## src/rtl/kbd_mmio_port_pkg.sv

```systemverilog
// Shared constants, receiver state type and frame check for the PS/2 keyboard MMIO port.
package kbd_mmio_port_pkg;

    localparam logic        ADDR_DATA      = 1'b0;
    localparam logic        ADDR_STATUS    = 1'b1;

    localparam int unsigned STAT_COUNT_LSB = 0;
    localparam int unsigned STAT_COUNT_W   = 5;
    localparam int unsigned STAT_OVF_BIT   = 8;
    localparam int unsigned STAT_ERR_LSB   = 16;
    localparam int unsigned DATA_VALID_BIT = 8;

    localparam int unsigned FRAME_LEN      = 11;
    // Start, parity and stop bits surround the payload.
    localparam int unsigned DATA_BITS      = FRAME_LEN - 3;

    typedef enum logic [1:0] {
        StIdle,
        StData,
        StParity,
        StStop
    } rx_state_e;

    function automatic logic frame_ok(input logic [7:0] data, input logic par, input logic stop);
        return stop & (^{data, par});
    endfunction

endpackage

```

## src/rtl/kbd_mmio_port_ps2_rx.sv

```systemverilog
// PS/2 frame receiver: input synchronizers, clock glitch filter, frame FSM and stall timeout.
module kbd_mmio_port_ps2_rx
    import kbd_mmio_port_pkg::*;
#(
    parameter int unsigned FILT_LEN    = 8,
    parameter int unsigned TIMEOUT_CYC = 100000
) (
    input  logic       clk_i,
    input  logic       rst_n,
    input  logic       ps2_clk_i,
    input  logic       ps2_data_i,
    output logic       byte_valid_o,
    output logic [7:0] byte_o,
    output logic       frame_err_o
);

    localparam int unsigned FiltW = $clog2(FILT_LEN + 1);
    localparam int unsigned TmoW  = $clog2(TIMEOUT_CYC + 1);
    localparam int unsigned BitW  = $clog2(DATA_BITS);

    logic [1:0]      clk_sync_q;
    logic [1:0]      data_sync_q;
    logic            filt_q;
    logic [FiltW-1:0] filt_cnt_q;
    logic            fall;
    logic            samp;

    rx_state_e       state_q;
    logic [BitW-1:0] bit_cnt_q;
    logic [7:0]      shift_q;
    logic            par_q;
    logic [TmoW-1:0] tmo_q;
    logic            byte_valid_q;
    logic            frame_err_q;

    always_ff @(posedge clk_i or negedge rst_n) begin
        if (!rst_n) begin
            clk_sync_q  <= 2'b11;
            data_sync_q <= 2'b11;
            filt_q      <= 1'b1;
            filt_cnt_q  <= '0;
        end else begin
            clk_sync_q  <= {clk_sync_q[0], ps2_clk_i};
            data_sync_q <= {data_sync_q[0], ps2_data_i};
            if (clk_sync_q[1] == filt_q) begin
                filt_cnt_q <= '0;
            end else if (filt_cnt_q == FiltW'(FILT_LEN - 1)) begin
                filt_q     <= clk_sync_q[1];
                filt_cnt_q <= '0;
            end else begin
                filt_cnt_q <= filt_cnt_q + 1'b1;
            end
        end
    end

    // Fall is flagged in the cycle the filtered clock is about to drop, so data is sampled then.
    assign fall = filt_q & ~clk_sync_q[1] & (filt_cnt_q == FiltW'(FILT_LEN - 1));
    assign samp = data_sync_q[1];

    always_ff @(posedge clk_i or negedge rst_n) begin
        if (!rst_n) begin
            state_q      <= StIdle;
            bit_cnt_q    <= '0;
            shift_q      <= '0;
            par_q        <= 1'b0;
            tmo_q        <= '0;
            byte_valid_q <= 1'b0;
            frame_err_q  <= 1'b0;
        end else begin
            byte_valid_q <= 1'b0;
            frame_err_q  <= 1'b0;
            if (state_q != StIdle && !fall && tmo_q == TmoW'(TIMEOUT_CYC - 1)) begin
                state_q     <= StIdle;
                tmo_q       <= '0;
                frame_err_q <= 1'b1;
            end else if (fall) begin
                tmo_q <= '0;
                unique case (state_q)
                    StIdle: begin
                        if (!samp) begin
                            state_q   <= StData;
                            bit_cnt_q <= '0;
                        end
                    end
                    StData: begin
                        shift_q   <= {samp, shift_q[7:1]};
                        bit_cnt_q <= bit_cnt_q + 1'b1;
                        if (bit_cnt_q == BitW'(DATA_BITS - 1)) begin
                            state_q <= StParity;
                        end
                    end
                    StParity: begin
                        par_q   <= samp;
                        state_q <= StStop;
                    end
                    StStop: begin
                        state_q <= StIdle;
                        if (frame_ok(shift_q, par_q, samp)) begin
                            byte_valid_q <= 1'b1;
                        end else begin
                            frame_err_q <= 1'b1;
                        end
                    end
                    default: state_q <= StIdle;
                endcase
            end else if (state_q != StIdle) begin
                tmo_q <= tmo_q + 1'b1;
            end else begin
                tmo_q <= '0;
            end
        end
    end

    assign byte_valid_o = byte_valid_q;
    assign byte_o       = shift_q;
    assign frame_err_o  = frame_err_q;

endmodule

```

## src/rtl/kbd_mmio_port.sv

```systemverilog
// PS/2 keyboard MMIO port: receiver, scan-code FIFO, error counter and one-cycle-latency read port.
module kbd_mmio_port
    import kbd_mmio_port_pkg::*;
#(
    parameter int unsigned FIFO_AW     = 4,
    parameter int unsigned FILT_LEN    = 8,
    parameter int unsigned TIMEOUT_CYC = 100000
) (
    input  logic        clk_i,
    input  logic        rst_n,
    input  logic        ps2_clk_i,
    input  logic        ps2_data_i,
    input  logic        rd_en_i,
    input  logic        rd_addr_i,
    output logic [31:0] rd_data_o,
    output logic        rd_stall_o,
    output logic        kbd_irq_o
);

    localparam int unsigned Depth = 1 << FIFO_AW;
    localparam int unsigned CntW  = FIFO_AW + 1;

    logic             rx_byte_valid;
    logic [7:0]       rx_byte;
    logic             rx_frame_err;

    logic [7:0]       fifo_q [Depth];
    logic [FIFO_AW-1:0] wr_ptr_q, rd_ptr_q;
    logic [CntW-1:0]  count_q, count_d;
    logic             ovf_q, ovf_d;
    logic [7:0]       err_q, err_d;
    logic [31:0]      rd_data_q, rd_data_d;
    logic             rd_en_q;
    logic             irq_q;

    logic             empty, full, start, push, pop;
    logic [31:0]      rd_word;

    kbd_mmio_port_ps2_rx #(
        .FILT_LEN    (FILT_LEN),
        .TIMEOUT_CYC (TIMEOUT_CYC)
    ) u_rx (
        .clk_i        (clk_i),
        .rst_n        (rst_n),
        .ps2_clk_i    (ps2_clk_i),
        .ps2_data_i   (ps2_data_i),
        .byte_valid_o (rx_byte_valid),
        .byte_o       (rx_byte),
        .frame_err_o  (rx_frame_err)
    );

    assign empty = (count_q == '0);
    assign full  = (count_q == CntW'(Depth));
    assign start = rd_en_i & ~rd_en_q;
    assign pop   = start & (rd_addr_i == ADDR_DATA) & ~empty;
    // A simultaneous pop frees the slot, so a push into a full FIFO still lands.
    assign push  = rx_byte_valid & (~full | pop);

    always_comb begin
        count_d = count_q;
        if (push && !pop) begin
            count_d = count_q + 1'b1;
        end else if (pop && !push) begin
            count_d = count_q - 1'b1;
        end

        ovf_d = ovf_q;
        if (rx_byte_valid && full && !pop) begin
            ovf_d = 1'b1;
        end else if (start && rd_addr_i == ADDR_STATUS) begin
            ovf_d = 1'b0;
        end

        err_d = err_q;
        if (rx_frame_err && err_q != 8'hff) begin
            err_d = err_q + 1'b1;
        end

        rd_word = '0;
        unique case (rd_addr_i)
            ADDR_DATA: begin
                if (!empty) begin
                    rd_word[7:0]           = fifo_q[rd_ptr_q];
                    rd_word[DATA_VALID_BIT] = 1'b1;
                end
            end
            ADDR_STATUS: begin
                rd_word[STAT_COUNT_LSB +: STAT_COUNT_W] = STAT_COUNT_W'(count_q);
                rd_word[STAT_OVF_BIT]                   = ovf_q;
                rd_word[STAT_ERR_LSB +: 8]              = err_q;
            end
            default: rd_word = '0;
        endcase

        rd_data_d = start ? rd_word : rd_data_q;
    end

    always_ff @(posedge clk_i) begin
        if (push) begin
            fifo_q[wr_ptr_q] <= rx_byte;
        end
    end

    always_ff @(posedge clk_i or negedge rst_n) begin
        if (!rst_n) begin
            wr_ptr_q  <= '0;
            rd_ptr_q  <= '0;
            count_q   <= '0;
            ovf_q     <= 1'b0;
            err_q     <= '0;
            rd_data_q <= '0;
            rd_en_q   <= 1'b0;
            irq_q     <= 1'b0;
        end else begin
            if (push) wr_ptr_q <= wr_ptr_q + 1'b1;
            if (pop)  rd_ptr_q <= rd_ptr_q + 1'b1;
            count_q   <= count_d;
            ovf_q     <= ovf_d;
            err_q     <= err_d;
            rd_data_q <= rd_data_d;
            rd_en_q   <= rd_en_i;
            irq_q     <= (count_d != '0);
        end
    end

    assign rd_data_o  = rd_data_q;
    assign rd_stall_o = start;
    assign kbd_irq_o  = irq_q;

endmodule

```

## config.mk

```make
export PLATFORM = sky130hd
export DESIGN_NAME = kbd_mmio_port
export DESIGN_NICKNAME = d
export VERILOG_FILES = /design/src/rtl/kbd_mmio_port_pkg.sv /design/src/rtl/kbd_mmio_port_ps2_rx.sv /design/src/rtl/kbd_mmio_port.sv
export SDC_FILE = /design/constraint.sdc
export NUM_CORES = 1
export LEC_CHECK = 0
export ABC_CLOCK_PERIOD_IN_PS = 3180
export CAP_MARGIN = 20
export CORE_MARGIN = 5
export CORE_UTILIZATION = 60
export DETAILED_ROUTE_END_ITERATION = 8
export PLACE_DENSITY = 0.78
export SYNTH_ARGS = -nofsm -noshare
export SYNTH_HDL_FRONTEND = slang
export SYNTH_SLANG_ARGS = --single-unit
```

## constraint.sdc

```tcl
create_clock -name clk_i -period 3.18 [get_ports clk_i]
set_input_delay 0.636 -clock clk_i [delete_from_list [all_inputs] [get_ports clk_i]]
set_output_delay 0.636 -clock clk_i [all_outputs]
set_load 0.02 [all_outputs]
```

; Yosys cells after proc, flatten, opt, wreduce, memory -nomap -nowiden
; Memory sizes are Yosys's and may differ from the RTL's.
; Cells that the tools add are included.
[op_classes]
add_sub_neg = 8
n_eq_ne = 12
muxes = 31
bitwise_logic = 15
n_reduce_logical = 24
[op_table]
columns = cell, count
row1 = 17-bit 2-to-1 mux, 3
row2 = "17-bit by 1-bit adder with 17-bit output, second input constant", 1
row3 = "17-bit equality test, second input constant", 1
row4 = "4-bit by 1-bit adder with 4-bit output, second input constant", 3
row5 = 1-bit 2-to-1 mux, 12
row6 = 5-bit 2-to-1 mux, 2
row7 = 5-bit one-hot mux with 2 select lines, 1
row8 = 9-bit 2-to-1 mux, 1
row9 = 3-bit AND reduction, 3
row10 = 9-bit parity, 1
row11 = "8-bit by 1-bit adder with 8-bit output, second input constant", 1
row12 = 1-bit logical AND, 8
row13 = 2-bit 2-to-1 mux, 4
row14 = 4-bit 2-to-1 mux, 2
row15 = 8-bit 2-to-1 mux, 1
row16 = "8-bit != test, second input constant", 1
row17 = 2-bit one-hot mux with 4 select lines, 1
row18 = 2-bit nonzero test, 4
row19 = 1-bit bitwise AND, 7
row20 = 1-bit NOT, 7
row21 = 3-bit 2-to-1 mux, 2
row22 = 3-bit one-hot mux with 2 select lines, 1
row23 = "5-bit by 1-bit adder with 5-bit output, second input constant", 1
row24 = "5-bit equality test, second input constant", 1
row25 = 18 further kinds, 21
[totals]
ff_bits = 83
mem_bits_rw = 128
in_bits = 6
out_inout_bits = 34
wordCells = 110
mem_count = 1
[mem_list]
columns = name, words, word_bits, read_ports, rd_ports_with_merged_regs, wr, line
row1 = fifo_q, 16, 8, 1, 0, 1, kbd_mmio_port.sv:27  ; logic [7:0] fifo_q [Depth];

; Longest topological paths before layout
; Gate-level depths: netlist of the first run.
[depth]
depth_word = 11
depth_mapped = 9
ltp_nobuf = 7

; Cells and area by module
; A second synthesis of the first run with hierarchy kept.
[hier_totals]
hier_cells = 619
hier_area_um2 = 9188.8
[by_module_without_submodules]
columns = module, n_inst, cells_each, area_per_inst_um2, seq_area_each_um2
row1 = kbd_mmio_port, 1, 430, 7073.0, 4869.7
row2 = kbd_mmio_port_ps2_rx, 1, 189, 2115.8, 1057.3

; Worst setup path after synthesis of the first run
; OpenSTA, ideal clock, no wires.
[synth_path]
kind = input port to flip-flop
start = in rd_addr_i
end = mem fifo_q[0][0], enable pin
setup_ps = 395
arrival_time_ps = 2200
required_time_ps = 2785
slack_ps = 586
path_stages = 4
path_buffers = 1
path_cell_list = buf_2 > nor3b_1 > o21ai_0 > nor4_1
[synth_between]
elab_chain_len = 7
[synth_rtl]
columns = element, line
row1 = "start, declared", kbd_mmio_port.sv:14  ; input logic rd_addr_i,
row2 = 1-bit NOT, kbd_mmio_port.sv:55  ; assign pop = start & (rd_addr_i == ADDR_DATA) & ~empty;
row3 = 1-bit bitwise AND (2 in series), kbd_mmio_port.sv:55
row4 = 1-bit OR, kbd_mmio_port.sv:57  ; assign push = rx_byte_valid & (~full | pop);
row5 = 1-bit bitwise AND, kbd_mmio_port.sv:57
row6 = 1-bit 2-to-1 mux, kbd_mmio_port.sv:99  ; if (push) begin
row7 = 1-bit 2-to-1 mux (implied by the code), kbd_mmio_port.sv:100  ; fifo_q[wr_ptr_q] <= rx_byte;
row8 = "end, declared", kbd_mmio_port.sv:27
; Every way passes these cells.

; Final worst setup path of the first run
[layout_path]
start = in rd_en_i
end = mem fifo_q[8][3], enable pin
[layout_between]
elab_chain_len = 7
[layout_rtl]
columns = element, line
row1 = "start, declared", kbd_mmio_port.sv:13  ; input logic rd_en_i,
row2 = 1-bit bitwise AND, kbd_mmio_port.sv:54  ; assign start = rd_en_i & ~rd_en_q;
row3 = 1-bit bitwise AND (2 in series), kbd_mmio_port.sv:55
row4 = 1-bit OR, kbd_mmio_port.sv:57
row5 = 1-bit bitwise AND, kbd_mmio_port.sv:57
row6 = 1-bit 2-to-1 mux, kbd_mmio_port.sv:99
row7 = 1-bit 2-to-1 mux (implied by the code), kbd_mmio_port.sv:100
; Every way passes these cells.

==> results.sh, run 1 <==
export IMPL_p_per_area_nw_per_um2=645
export IMPL_pre_cts_ws_ns=0.0545
export IMPL_ios=40
export IMPL_mostFrequentLayoutCell="edfxtp_1"
export IMPL_cts_setup_buffers=0
export IMPL_die_h_microns=132
export IMPL_die_width_microns=132
export IMPL_cp_slowest_cell="nor3b_1"
export IMPL_cts_tree="done"
export IMPL_critPathMaxFanout=8
export IMPL_clock_root_buffer="clkbuf_16"
export IMPL_dp_cells=790
export IMPL_crit_top_cell="nor3b_1"
export IMPL_synthCells=579
export IMPL_drt_wl_total_mm=17.4
export IMPL_drc_errors=0
export IMPL_worst_setup_path_end_kind="register"
export IMPL_status="finished, final reports clean"
export IMPL_fmax_mhz=366
export IMPL_cts_buffer_depth=3
export IMPL_power_leakage_nw=3.84
export IMPL_syn_area_sq_um=8910
export IMPL_grtUsageTotal=0.203
export IMPL_core_rowCount=44
export IMPL_dr_pass1_iters=5
export IMPL_nNetsFinal=652
export IMPL_vias=4953
export IMPL_initial_core_util=0.613
export IMPL_crit_chain="clkdlybuf4s50_1, nor3b_1, o21ai_0, nor3b_1, and2_1"
export IMPL_max_stage_delay_ns=0.56
export IMPL_slew_violations=0
export IMPL_finalCritPeriodShare=0.859
export IMPL_clk_latency_ns=0.48
export IMPL_area_growth_syn_to_layout_pct=12.7
export IMPL_slew_headroom=0.381
export IMPL_yosys_warnings=0
export IMPL_synth_ff_latch_count=211
export IMPL_synth_edf_count=128
export IMPL_antenna_cells=0
export IMPL_critPathArrivalTime_ns=2.88
export IMPL_yosysSeqAreaShare=0.665
export IMPL_coreArea_sq_um=14500
export IMPL_setup_worst_path_class="primary input to register"
export IMPL_peakVddDrop_mv=0.356
export IMPL_setup_ws_ns=0.448
export IMPL_drive_above_1_share=0.194
export IMPL_drtAntennaViolNets=0
export IMPL_clkTransAtPathRegs_ns=0.06
export IMPL_wl_per_cell_microns=21.1
export IMPL_ys_async_sr_fraction=0.393
export IMPL_instances_no_fill=827
export IMPL_postCtsHoldBufs=0
export IMPL_gp_congestion=0.823
export IMPL_gr_total_overflow=0
export IMPL_final_cell_mix="edfxtp_1 (128), dfrtp_1 (77), nand2_1 (47)"
export IMPL_cts_buffers=21
export IMPL_hold_viol_final=0
export IMPL_required_ns=3.32
export IMPL_fin_area_sq_um=10000
export IMPL_maxCapViolCount=0
export IMPL_grt_max_degree=54
export IMPL_setup_violations=0
export IMPL_avgViaCountPerCell=5.99
export IMPL_fin_skew_ns=0.00864
export IMPL_p_total_mw=6.48
export IMPL_hpwl_mm=11.4
export IMPL_synth_cell_types=56
export IMPL_first_iter_violations=335
export IMPL_first_global_vias=5172
export IMPL_rsz0062_at_grt="false"
export IMPL_crit_path_start_kind="primary input"
export IMPL_htreeDepth=1
export IMPL_port_buffers=24
export IMPL_post_cts_resized=0
export IMPL_antenna_found_initial=0
export IMPL_worst_slew_pin_slew_ns=0.929
export IMPL_cts_sinks=211
export IMPL_grt_pass1_wl_mm=27.9
export IMPL_die_area_sq_um=17400
export IMPL_hold_path_class="primary input to async pin"
export IMPL_ys_flop_type="edfxtp_1"
export IMPL_period_minus_slack_ns=2.73
export IMPL_avgSynthCellArea_sq_um=15.4
export IMPL_tns_ns=0
export IMPL_placed_area_sq_um=9430
[routing by layer]
| metal | vias to the layer above | GRT usage | wire (microns) |
|---|---|---|---|
| li1 | 2221 | - | - |
| met5 | - | 0 | 0 |
| met2 | 178 | 0.341 | 8740 |
| met1 | 2528 | 0.274 | 7160 |
| met4 | 0 | 0.0611 | 364 |
| met3 | 26 | 0.0366 | 1150 |
[kinds of logic (layout without fill, tap and decap cells)]
logic type	after synthesis	in the layout	synth area share
AOI/OAI and AO/OA	44	44	0.0359
adders and majority gates	17	17	0.0239
DFF	211	211	0.665
and+or+nand+nor	155	155	0.0872
xor gates and xnor gates	39	39	0.0399
muxes	59	59	0.118
buffers and inverters	53	103	0.0300
other	1	15	0.000421
[sequential cells by signal, summed over array words and instances (netlist names), 2 cells and up]
register	flops
wr_ptr_q	4
u_rx.clk_sync_q	2
rd_data_o	17
u_rx.state_q	2
count_q	5
u_rx.byte_o	8
u_rx.filt_cnt_q	4
u_rx.tmo_q	17
u_rx.data_sync_q	2
fifo_q	128
u_rx.bit_cnt_q	3
rd_ptr_q	4
err_q	8
[report_power, final]
| group | switching (mW) | internal, mW | total [mW] | leakage [nW] |
|---|---|---|---|---|
| registers | 0.336 | 3.02 | 3.36 | 2.28 |
| logic | 0.404 | 0.496 | 0.900 | 1.25 |
| clock network | 0.965 | 1.25 | 2.22 | 0.311 |
| total | 1.71 | 4.77 | 6.48 | 3.84 |
[critical path: cells and delay by family]
kind,cells,cell delay [ns]
AOI/OAI and AO/OA,1,0.28
and+or+nand+nor,3,1.46
buffers and inverters,1,0.50
[Yosys cell counts (3+ instances only)]
cell	instances	area, sq um
nand2_1	47	176
buf_4	15	113
and2_1	5	31.3
xor2_1	13	114
a22oi_1	3	22.5
ha_1	17	213
dfstp_2	5	131
o21ai_0	17	85.1
nand3_1	18	90.1
mux2_2	16	180
a21oi_1	3	15.0
buf_2	10	50.1
nor2_1	35	131
nor4_1	5	31.3
inv_1	14	52.6
and3_1	7	43.8
a22o_1	5	43.8
mux4_2	35	788
nor3_1	12	60.1
clkbuf_1	9	33.8
dfrtp_1	78	1950
edfxtp_1	128	3840
xnor2_1	25	219
buf_1	4	15.0
nand4_1	7	43.8
mux2i_1	8	80.1
[cell type report]
cell class              count  area, sq um
flip-flops and latches    211         5930
well taps                 184          230
inverters                  15         56.3
repair buffers             51          440
clock buffers              24          557
multi-input cells         329         2770
clock inverters            13         61.3
fillers                   939         4490
[stage by stage]
stage          hold slack (ns)  utilization
2_1_floorplan            0.340            -
3_3_place_gp             0.347        0.649
3_5_place_dp             0.347        0.649
4_1_cts                  0.219        0.691
5_1_grt                  0.255        0.691
6_report                 0.206        0.691
[worst paths after layout]
path	slack (ns)	endpoint	depth (start not counted)	from
hold reg to reg	0.36	u_rx.clk_sync_q[1]	0	u_rx.clk_sync_q[0]
setup reg to reg	0.54	kbd_irq_o	7	count_q[0]
max in group asynchronous	2.20	u_rx.data_sync_q[1]	2	rst_n
setup / recovery	0.45	fifo_q[8][3]	5	rd_en_i
min in group clk_i	0.36	u_rx.clk_sync_q[1]	0	u_rx.clk_sync_q[0]
hold / removal	0.21	count_q[3]	1	rst_n
No activity file was read; power rests on OpenSTA's default activity.
==> run 2, diff against run 1 <==
CTS_CLUSTER_SIZE = 8   (was not set)
==> results.sh, run 2 (synthesis gave the netlist of run 1 again) <==
export IMPL_cts_tree="done"
export IMPL_final_cell_mix="edfxtp_1 (128), dfrtp_1 (77), nand2_1 (47)"
export IMPL_clk_latency_ns=0.53
export IMPL_grt_max_degree=54
export IMPL_grtUsageTotal=0.214
export IMPL_setup_ws_ns=0.533
export IMPL_setup_violations=0
export IMPL_largest_register_ffs=128
export IMPL_ios=40
export IMPL_fin_skew_ns=0.0102
export IMPL_drc_errors=0
export IMPL_fin_area_sq_um=10300
export IMPL_instances_no_fill=846
export IMPL_nFillCells=918
export IMPL_top_register="fifo_q"
export IMPL_area_growth_syn_to_layout_pct=15.5
export IMPL_die_area_sq_um=17400
export IMPL_timing_reg2reg_setup_slack_ns=0.56
export IMPL_tns_ns=0
export IMPL_clock_root_buffer="clkbuf_16"
export IMPL_crit_path_start_kind="primary input"
export IMPL_antenna_cells=0
export IMPL_hold_worst_slack_ns=0.162
export IMPL_drt_wl_total_mm=18.1
export IMPL_gp_congestion=0.823
export IMPL_p_total_mw=7.16
export IMPL_period_minus_slack_ns=2.65
export IMPL_postCtsHoldBufs=0
export IMPL_slew_headroom=0.310
export IMPL_critPathArrivalTime_ns=2.84
export IMPL_dp_cells=790
export IMPL_htreeDepth=1
export IMPL_die_width_microns=132
export IMPL_required_ns=3.37
export IMPL_cts_buffer_depth=3
export IMPL_hold_viol_final=0
export IMPL_worst_slew_pin_slew_ns=1.04
export IMPL_power_leakage_nw=3.95
export IMPL_dr_pass1_iters=4
export IMPL_first_global_vias=5319
export IMPL_reg2reg_from="count_q[0]"
export IMPL_peakVddDrop_mv=0.432
export IMPL_gr_total_overflow=0
export IMPL_placed_area_sq_um=9430
export IMPL_coreArea_sq_um=14500
export IMPL_p_per_area_nw_per_um2=695
export IMPL_clkTransAtPathRegs_ns=0.05
export IMPL_core_rowCount=44
export IMPL_drive_above_1_share=0.192
export IMPL_vias=5036
export IMPL_maxCapViolCount=0
export IMPL_drtAntennaViolNets=0
export IMPL_mostFrequentLayoutCell="edfxtp_1"
export IMPL_nNetsFinal=661
export IMPL_cts_sinks=211
export IMPL_hold_path_class="primary input to async pin"
export IMPL_port_buffers=24
export IMPL_rsz0062_at_grt="false"
export IMPL_cts_setup_buffers=0
export IMPL_first_iter_violations=353
export IMPL_setup_worst_path_class="primary input to register"
export IMPL_cts_buffers=30
export IMPL_avgViaCountPerCell=5.95
export IMPL_slew_violations=0
export IMPL_wl_per_cell_microns=21.4
export IMPL_rr_worst_depth=7
export IMPL_pre_cts_ws_ns=0.0545
export IMPL_fmax_mhz=378
export IMPL_worst_setup_path_end_kind="register"
export IMPL_die_h_microns=132
export IMPL_initial_core_util=0.613
export IMPL_grt_pass1_wl_mm=29.1
export IMPL_antenna_found_initial=0
export IMPL_status="finished, final reports clean"
export IMPL_final_core_util=0.709
export IMPL_hpwl_mm=11.4
export IMPL_timing_rr_end="kbd_irq_o"
export IMPL_critPathMaxFanout=8
export IMPL_post_cts_resized=0
export IMPL_finalCritPeriodShare=0.832
## run 2: cell types whose count changed in the layout (fill, tap and decap cells not counted), sizes merged
| cell | before | now |
|---|---|---|
| clkinv | 14 | 1 |
| inv | 14 | 15 |
| clkbuf | 24 | 55 |
## run 2: worst max path at each step
stage | start | end | slack, ns | depth (start not counted)
global route | count_q[0] | kbd_irq_o | 0.34 | 7
CTS | count_q[0] | kbd_irq_o | 0.54 | 7
finish | rd_en_i | fifo_q[9][0] | 0.53 | 5
floorplan | rd_addr_i | fifo_q[0][0] | 0.59 | 4
global placement | rd_en_i | fifo_q[9][1] | 0.18 | 5
detailed placement | rd_en_i | fifo_q[10][3] | 0.05 | 5
## run 2: area by class of cell
type,instances,area [sq um],share of cell area
Inverter,15,56.3,0.00547
Timing Repair Buffer,51,440,0.0428
Clock buffer,55,866,0.0841
Multi-Input combinational cell,329,2770,0.269
Tap cell,184,230,0.0224
Clock inverter,1,6.26,0.000608
Sequential cell,211,5930,0.576
## run 2: power by group
| part | internal (mW) | total [mW] | switching (mW) |
|---|---|---|---|
| logic | 0.496 | 0.902 | 0.406 |
| clock network | 1.80 | 2.88 | 1.08 |
| registers | 3.03 | 3.37 | 0.340 |
## run 2: per-layer routing
layer / wire length [microns] / share of wire / track usage
met3: 1320 / 0.073 / 0.0447
met2: 9150 / 0.50 / 0.357
met5: 0 / 0 / 0
met1: 7170 / 0.40 / 0.279
met4: 490 / 0.027 / 0.0789
## run 2: critical path, cell delays in order
cell and delay [ns]:
clkdlybuf4s50_1 0.50, nor3b_1 0.54, o21ai_0 0.28, nor3b_1 0.45
and2_1 0.42
